[config.mk]
export PLATFORM = sky130hd
export DESIGN_NAME = fetch_queue_stage
export DESIGN_NICKNAME = d
export VERILOG_FILES = /design/src/rtl/fetch_queue_stage.sv
export SDC_FILE = /design/constraint.sdc
export NUM_CORES = 1
export LEC_CHECK = 0
export CAP_MARGIN = 25
export CELL_PAD_IN_SITES_DETAIL_PLACEMENT = 1
export CELL_PAD_IN_SITES_GLOBAL_PLACEMENT = 1
export CORE_ASPECT_RATIO = 0.6
export CORE_MARGIN = 2
export CORE_UTILIZATION = 49
export CTS_BUF_LIST = sky130_fd_sc_hd__clkbuf_4
export CTS_CLUSTER_DIAMETER = 120
export DETAILED_ROUTE_END_ITERATION = 12
export PLACE_DENSITY = 0.9
export SLEW_MARGIN = 20
export SYNTH_ARGS = -nofsm -noshare
export SYNTH_HDL_FRONTEND = slang
export SYNTH_SLANG_ARGS = --single-unit
[constraint.sdc]
create_clock -name clk -period 3.3 [get_ports clk]
set_input_delay 0.66 -clock clk [delete_from_list [all_inputs] [get_ports clk]]
set_output_delay 0.66 -clock clk [all_outputs]
set_load 0.02 [all_outputs]
[src/rtl/fetch_queue_stage.sv]
// Instruction fetch stage with a small prefetch queue between imem and decode.
// Optional macro FETCH_HALT_DETECT_EN stops fetching after an opcode whose top five bits are zero.
module fetch_queue_stage #(
    parameter int                 DATA_W    = 16,
    parameter int                 DEPTH     = 4,
    parameter logic [DATA_W-1:0]  RESET_PC  = '0,
    parameter logic [DATA_W-1:0]  NOP_INSTR = DATA_W'(16'h0800)
) (
    input  logic                       clk,
    input  logic                       rst,
    input  logic                       halt,
    input  logic                       stall,
    input  logic                       doBranch,
    input  logic [DATA_W-1:0]          branchPc,
    output logic [DATA_W-1:0]          imemAddr,
    output logic                       imemEn,
    input  logic [DATA_W-1:0]          imemData,
    output logic [DATA_W-1:0]          instr,
    output logic [DATA_W-1:0]          nextPc,
    output logic                       instrValid,
    output logic [$clog2(DEPTH):0]     count
);

    localparam int PW = $clog2(DEPTH);
    localparam int CW = PW + 1;
    localparam logic [CW-1:0] DEPTH_C = CW'(DEPTH);

    logic [DATA_W-1:0] pc_q, pc_d;
    logic [DATA_W-1:0] next_pc_q, next_pc_d;
    logic [PW-1:0]     rd_ptr_q, rd_ptr_d;
    logic [PW-1:0]     wr_ptr_q, wr_ptr_d;
    logic [CW-1:0]     count_q, count_d;
    logic              fetch_halted_q, fetch_halted_d;

    logic [DATA_W-1:0] q_instr_q [DEPTH];
    logic [DATA_W-1:0] q_pc_q    [DEPTH];

    logic valid_s, pop_s, accept_s, push_s;

    // Handshake: a pop frees a slot in the same cycle, so a full queue can still accept a push.
    always_comb begin
        valid_s  = (count_q != '0) && !doBranch;
        pop_s    = valid_s && !stall;
        accept_s = (count_q < DEPTH_C) || pop_s;
        push_s   = !rst && !halt && !doBranch && !fetch_halted_q && accept_s;
    end

    // Next-state logic; a branch overrides every other activity in the cycle.
    always_comb begin
        pc_d           = pc_q;
        next_pc_d      = next_pc_q;
        rd_ptr_d       = rd_ptr_q;
        wr_ptr_d       = wr_ptr_q;
        count_d        = count_q;
        fetch_halted_d = fetch_halted_q;
        if (doBranch) begin
            pc_d           = branchPc;
            rd_ptr_d       = '0;
            wr_ptr_d       = '0;
            count_d        = '0;
            fetch_halted_d = 1'b0;
        end else begin
            pc_d      = push_s ? pc_q + DATA_W'(2) : pc_q;
            wr_ptr_d  = push_s ? wr_ptr_q + PW'(1) : wr_ptr_q;
            rd_ptr_d  = pop_s ? rd_ptr_q + PW'(1) : rd_ptr_q;
            next_pc_d = pop_s ? q_pc_q[rd_ptr_q] : next_pc_q;
            case ({push_s, pop_s})
                2'b10:   count_d = count_q + CW'(1);
                2'b01:   count_d = count_q - CW'(1);
                default: count_d = count_q;
            endcase
`ifdef FETCH_HALT_DETECT_EN
            if (push_s && (imemData[DATA_W-1 -: 5] == 5'b00000)) begin
                fetch_halted_d = 1'b1;
            end else begin
                fetch_halted_d = fetch_halted_q;
            end
`else
            fetch_halted_d = 1'b0;
`endif
        end
    end

    // Control state with asynchronous reset.
    always_ff @(posedge clk or posedge rst) begin
        if (rst) begin
            pc_q           <= RESET_PC;
            next_pc_q      <= '0;
            rd_ptr_q       <= '0;
            wr_ptr_q       <= '0;
            count_q        <= '0;
            fetch_halted_q <= 1'b0;
        end else begin
            pc_q           <= pc_d;
            next_pc_q      <= next_pc_d;
            rd_ptr_q       <= rd_ptr_d;
            wr_ptr_q       <= wr_ptr_d;
            count_q        <= count_d;
            fetch_halted_q <= fetch_halted_d;
        end
    end

    // Queue storage; contents are only meaningful below count_q, so no reset is needed.
    always_ff @(posedge clk) begin
        if (push_s) begin
            q_instr_q[wr_ptr_q] <= imemData;
            q_pc_q[wr_ptr_q]    <= pc_q + DATA_W'(2);
        end
    end

    assign imemAddr   = pc_q;
    assign imemEn     = push_s;
    assign instrValid = valid_s;
    assign instr      = valid_s ? q_instr_q[rd_ptr_q] : NOP_INSTR;
    assign nextPc     = valid_s ? q_pc_q[rd_ptr_q] : next_pc_q;
    assign count      = count_q;

endmodule

* Word level (Yosys, flattened, before mapping)
Memories as Yosys holds them, arrays and structs flattened.
Index checks and enable logic that the tools add are counted.
** Storage, ports and cells
- Output and inout bits :: 53
- Bits in writable memories :: 128
- Bits of input ports :: 37
- Word-level logic and storage cells :: 43
- Memories :: 2
- Bits in latches :: 0
- Register bits after elaboration :: 39
- Bits in read-only memories :: 0
** Memory list
- q_instr_q :: depth 4, bits a word 16, read ports 1, clocked after Yosys merged registers in 0, write ports 1, RTL line 35 : logic [DATA_W-1:0] q_instr_q [DEPTH];
- q_pc_q :: depth 4, bits a word 16, read ports 1, clocked after Yosys merged registers in 0, write ports 1, RTL line 36 : logic [DATA_W-1:0] q_pc_q [DEPTH];
** Operators by class
- $lt $le $gt $ge :: 1
- Bitwise logic cells :: 1
- Add/sub/neg operators :: 5
- Eq/ne operators :: 2
- Divide/modulo/power cells :: 0
- Reduce and logical (&&, ||, !) cells :: 15
- Multiplexer cells :: 12
- Shift operators :: 0
- $mul :: 0
** Operator list (number)
- two-way mux 16 bit :: 4
- adder 16 x 2 -> 16 bit, second input constant :: 1
- two-way mux 2 bit :: 4
- one-hot mux 3 bit (2 select lines) :: 1
- nonzero test 3 bit :: 2
- logical AND 1 bit :: 5
- adder 2 x 1 -> 2 bit, second input constant :: 2
- logical NOT 1 bit :: 4
- nonzero test 2 bit :: 2
- adder 3 x 1 -> 3 bit, second input constant :: 1
- less-than comparator 3 bit, second input constant :: 1
- two-way mux 3 bit :: 1
- subtractor 3 x 1 -> 3 bit, second input constant :: 1
- == test 2 x 1 -> 1 bit, second input constant :: 1
- == test 2 bit, second input constant :: 1
- two-way mux 1 bit :: 2
- AND reduction 2 bit :: 1
- logical OR 1 bit :: 1
- inverter 1 bit :: 1

* Longest topological paths before layout
- Depth after elaboration :: 8
- Mapped depth :: 7
- Mapped depth without buffers :: 6

* Worst setup path after synthesis
OpenSTA, ideal clock, no wires.
- Path type :: input to register
- Start point :: in stall
- End point :: mem q_instr_q[0][0] (enable)
- Stages :: 4
- Slack :: 0.372 ns
- Required time :: 2.908 ns
- Library setup time :: 0.392 ns
- Data arrival time :: 2.536 ns
- Path through :: a2111o_1 > inv_1 > clkbuf_1 > and2_1
** On the way
- Longest elaborated chain between the ends :: 6
** RTL lines
- start, declared :: RTL line 12 : input logic stall,
- logical NOT 1 bit :: RTL line 43 : pop_s = valid_s && !stall;
- logical AND 1 bit :: RTL line 43
- logical OR 1 bit :: RTL line 44 : accept_s = (count_q < DEPTH_C) || pop_s;
- logical AND 1 bit :: RTL line 45 : push_s = !rst && !halt && !doBranch && !fetch_halted_q && accept_s;
- net imemEn :: RTL line 16 : output logic imemEn,
- two-way mux 1 bit :: RTL line 105 : if (push_s) begin
- two-way mux 1 bit (not written as such) :: RTL line 106 : q_instr_q[wr_ptr_q] <= imemData;
- end, declared :: RTL line 35
The timed path passes the listed nets, and every way through them passes these cells.

* Worst setup path in the final report
- Start point :: reg rd_ptr_q[0]
- End point :: out instr[1]
** On the way
- Longest elaborated chain between the ends :: 2
** RTL lines
- start, declared :: RTL line 30 : logic [PW-1:0] rd_ptr_q, rd_ptr_d;
- start signal, assigned :: RTL line 96 : rd_ptr_q <= rd_ptr_d;
- memory read (4 x 16 bit)
- two-way mux 16 bit :: RTL line 114 : assign instr = valid_s ? q_instr_q[rd_ptr_q] : NOP_INSTR;
- end, declared :: RTL line 18 : output logic [DATA_W-1:0] instr,
Every way passes these cells.

==> impl_summary.txt <==
----------------------------------------------------
[Synthesis]
  XOR/XNOR Fraction of Synth Area ... 0.0174
  Post-Syn Area ... 7050 µm²
  Register area share after synthesis ... 0.683
  Unique cell type count in the Yosys netlist ... 42
  Complex-gate fraction of the synthesized area ... 0.0445
  Post-synthesis sequential element count ... 167
  EDFF count, synth ... 128
  Multiplexer share of the synthesized area ... 0.158
  Adder and majority cell fraction of the synthesized area ... 0.0117
  Post-Synthesis Net Count ... 452
  Synthesis Warnings ... 0
  Dominant combinational cell family by area after synthesis ... multiplexers
  Main flop type after synthesis ... sky130_fd_sc_hd__edfxtp_1
  Area share of and/or/nand/nor cells after synthesis ... 0.0688
  Average footprint of a synthesized cell ... 17.2 µm²
  Async SR Flop Fraction ... 0.234
  Gate count of the mapped netlist ... 409

[GRT]
  Tot GR Track Use ... 0.234
  Number of global-route vias before repair ... 4625
  First-pass GRT wire length ... 27100 µm
  GRT Residual Overflow ... 0
  Largest net degree at the start of global routing ... 40
  Initial antenna violation count ... 0

[Routing]
  Count of nets left with antenna violations after detail routing ... 0
  Number of vias per cell ... 5.82
  Initial DRC Count ... 318
  Number of remaining DRC errors ... 0
  Detailed-route via count ... 4195
  Routed wire length ... 17100 µm
  Number of detailed-route iterations in the first pass ... 4
  Detail-routed net length per standard cell ... 23.8 µm

[Critical path]
  Data required time at the worst endpoint ... 2640 ps
  Data arrival at the endpoint of the critical path ... 2470 ps
  Category of the most critical setup path ... flop to output port
  Maximum fanout encountered on the critical timing path ... 21
  CP Launch Type ... flop
  Critical path endpoint category ... output port

[Finish]
  Share of cells above drive strength 1 ... 0.246
  Leading cell types in the layout, fill and taps excluded ... sky130_fd_sc_hd__edfxtp_1 (128), sky130_fd_sc_hd__clkdlybuf4s50_1 (72), sky130_fd_sc_hd__dfrtp_1 (37)
  Post-Layout Inst Area ... 8560 µm²
  NumNets Final ... 559
  Relative area change from synthesis to final layout ... 21.4%
  Commonest non-fill, non-tap cell in the layout ... sky130_fd_sc_hd__edfxtp_1
  Antenna Diode Count ... 0

[Timing]
  Number of setup violations in the final report ... 0
  FMAX ... 0.320 GHz
  Final total negative setup slack ... 0 ps
  Period utilization ... 0.947
  RSZ-0062 raised after global routing ... no
  Worst-margin pin slew ... 604 ps
  Final slew viol count ... 0
  Largest clock skew in the final design ... 32.1 ps
  Max-Slew Margin vs Limit ... 0.593
  Clock period minus final worst setup slack ... 3130 ps
  Fin. Hold Viols ... 0

[Place]
  Instance area after placement ... 8320 µm²
  Hpwl dp ... 11700 µm
  Global placer's final weighted congestion ... 0.806
  Number of input and output port buffers inserted ... 89

[CTS]
  Maximum number of buffers from clock root to sink ... 2
  Worst-Skew Late Latency ... 540 ps
  Number of H-tree branching levels ... 4
  Register clock-pin slew on the reported worst setup and hold paths ... 140 ps
  CTS tree ... yes
  Clk Tree Root Cell ... sky130_fd_sc_hd__clkbuf_4
  CTS Hold Buffers Added ... 0
  Total clock buffers created by CTS ... 17
  Clock Sinks ... 167

[Floorplan]
  Row count ... 33
  Die span in x ... 159 µm
  Number of top-level pins ... 90
  Die extent in y ... 96.9 µm
  Core Region ... 13900 µm²
  Die outline area ... 15400 µm²
  Initial core utilization ... 0.508

[Power and ir drop]
  Maximum VDD drop ... 0.228 mV
  PD cells ... 562 nW/µm²
  Leak Pwr ... 2.95 nW

[Outcome]
  Result of the run ... finished, final reports clean

[Job]
  Number of maximum-capacitance violations ... 0

[Hold path]
  Tightest Hold Check Type ... flop to flop

----------------------------------------------------
Yosys cell counts, drive strengths merged, types with 2 or more instances:
master / instances / area share
inv: 7 / 0.0037
o211ai: 2 / 0.0021
nand3: 9 / 0.0082
mux4: 32 / 0.10
ha: 5 / 0.0089
xor2: 8 / 0.0099
a21o: 2 / 0.0021
nor3: 9 / 0.0078
nand2: 10 / 0.0053
buf: 9 / 0.0062
o21ai: 17 / 0.012
nor3b: 6 / 0.0064
a22oi: 3 / 0.0032
o311ai: 2 / 0.0025
a31oi: 2 / 0.0018
nor4: 4 / 0.0035
a21oi: 4 / 0.0028
and3: 3 / 0.0027
and2: 20 / 0.018
clkbuf: 12 / 0.0064
or3: 5 / 0.0044
nor2: 9 / 0.0048
xnor2: 6 / 0.0075
or4: 3 / 0.0037
mux2: 34 / 0.054
edfxtp: 128 / 0.54
a221o: 7 / 0.0099
nand4: 2 / 0.0018
dfrtp: 39 / 0.14
a22o: 2 / 0.0025
path summary, 6_finish.rpt:
kind	startpoint	end	slack [ps]	cells past startpoint
worst max-delay path	rd_ptr_q[0]	instr[1]	170	4
worst min-delay path	next_pc_q[14]	next_pc_q[14]	520	1
worst max register to register	count[0]	count[2]	880	7
worst min register to register	next_pc_q[14]	next_pc_q[14]	520	1
max in group asynchronous	rst	rd_ptr_q[1]	2210	3
min in group asynchronous	rst	count[2]	660	3
cells by family after synthesis:
| family | count (synthesis) |
|---|---|
| adder cells (fa/ha/maj) | 6 |
| XOR/XNOR | 14 |
| AND/OR/NAND/NOR | 82 |
| multiplexers | 67 |
| flip-flops | 167 |
| buffers and inverters | 28 |
| AO/OA/AOI/OAI | 45 |
final cells by class:
| type | count | area (µm²) |
|---|---|---|
| fillers | 1256 | 5310 |
| flip-flops and latches | 167 | 4820 |
| multi-input cells | 214 | 2130 |
| repair buffers | 109 | 1090 |
| well taps | 192 | 240 |
| clock buffers | 19 | 143 |
| clock inverters | 13 | 110 |
| inverters | 7 | 26.3 |
layer usage:
metal,up-vias,GRT usage,wire length [µm]
li1,1835,-,-
met1,2193,0.322,7500
met2,151,0.378,8410
met3,16,0.0523,993
met4,0,0.0727,235
met5,-,0,0
critical path, stage by stage, from the launching register on:
cell	delay [ps]
sky130_fd_sc_hd__dfrtp_2	470
sky130_fd_sc_hd__buf_12	230
sky130_fd_sc_hd__mux4_2	520
sky130_fd_sc_hd__and2_1	160
sky130_fd_sc_hd__clkdlybuf4s50_1	530
state kept, by name, indices dropped and copies added, names as in the netlist:
name,flops
q_instr_q,64
q_pc_q,64
imemAddr,16
next_pc_q,16
count,3
rd_ptr_q,2
wr_ptr_q,2
per-stage QoR:
stage                     utilization  setup slack, ps  total power [mW]  std cells  hold WS [ps]
final                           0.617              174              4.81        721           519
after global routing            0.617             10.4              5.02        721           542
after CTS                       0.617              107              4.85        721           522
after detailed placement        0.600              134              3.85        688           493
after global placement          0.600              249              3.78        688           486
after floorplan                     -              372              3.28        409           477
repair_timing:
item / CTS / global route
buffers inserted: 1 / 0
resized for setup: 18 / 0
setup endpoints to repair: 27 / 0
where the power goes:
group	total, mW	leakage [nW]	switching, mW	internal [mW]
sequential	2.56	1.64	0.124	2.44
combinational	1.15	1.17	0.583	0.571
clock	1.09	0.143	0.705	0.387
Power figures use the tool's default switching activity.
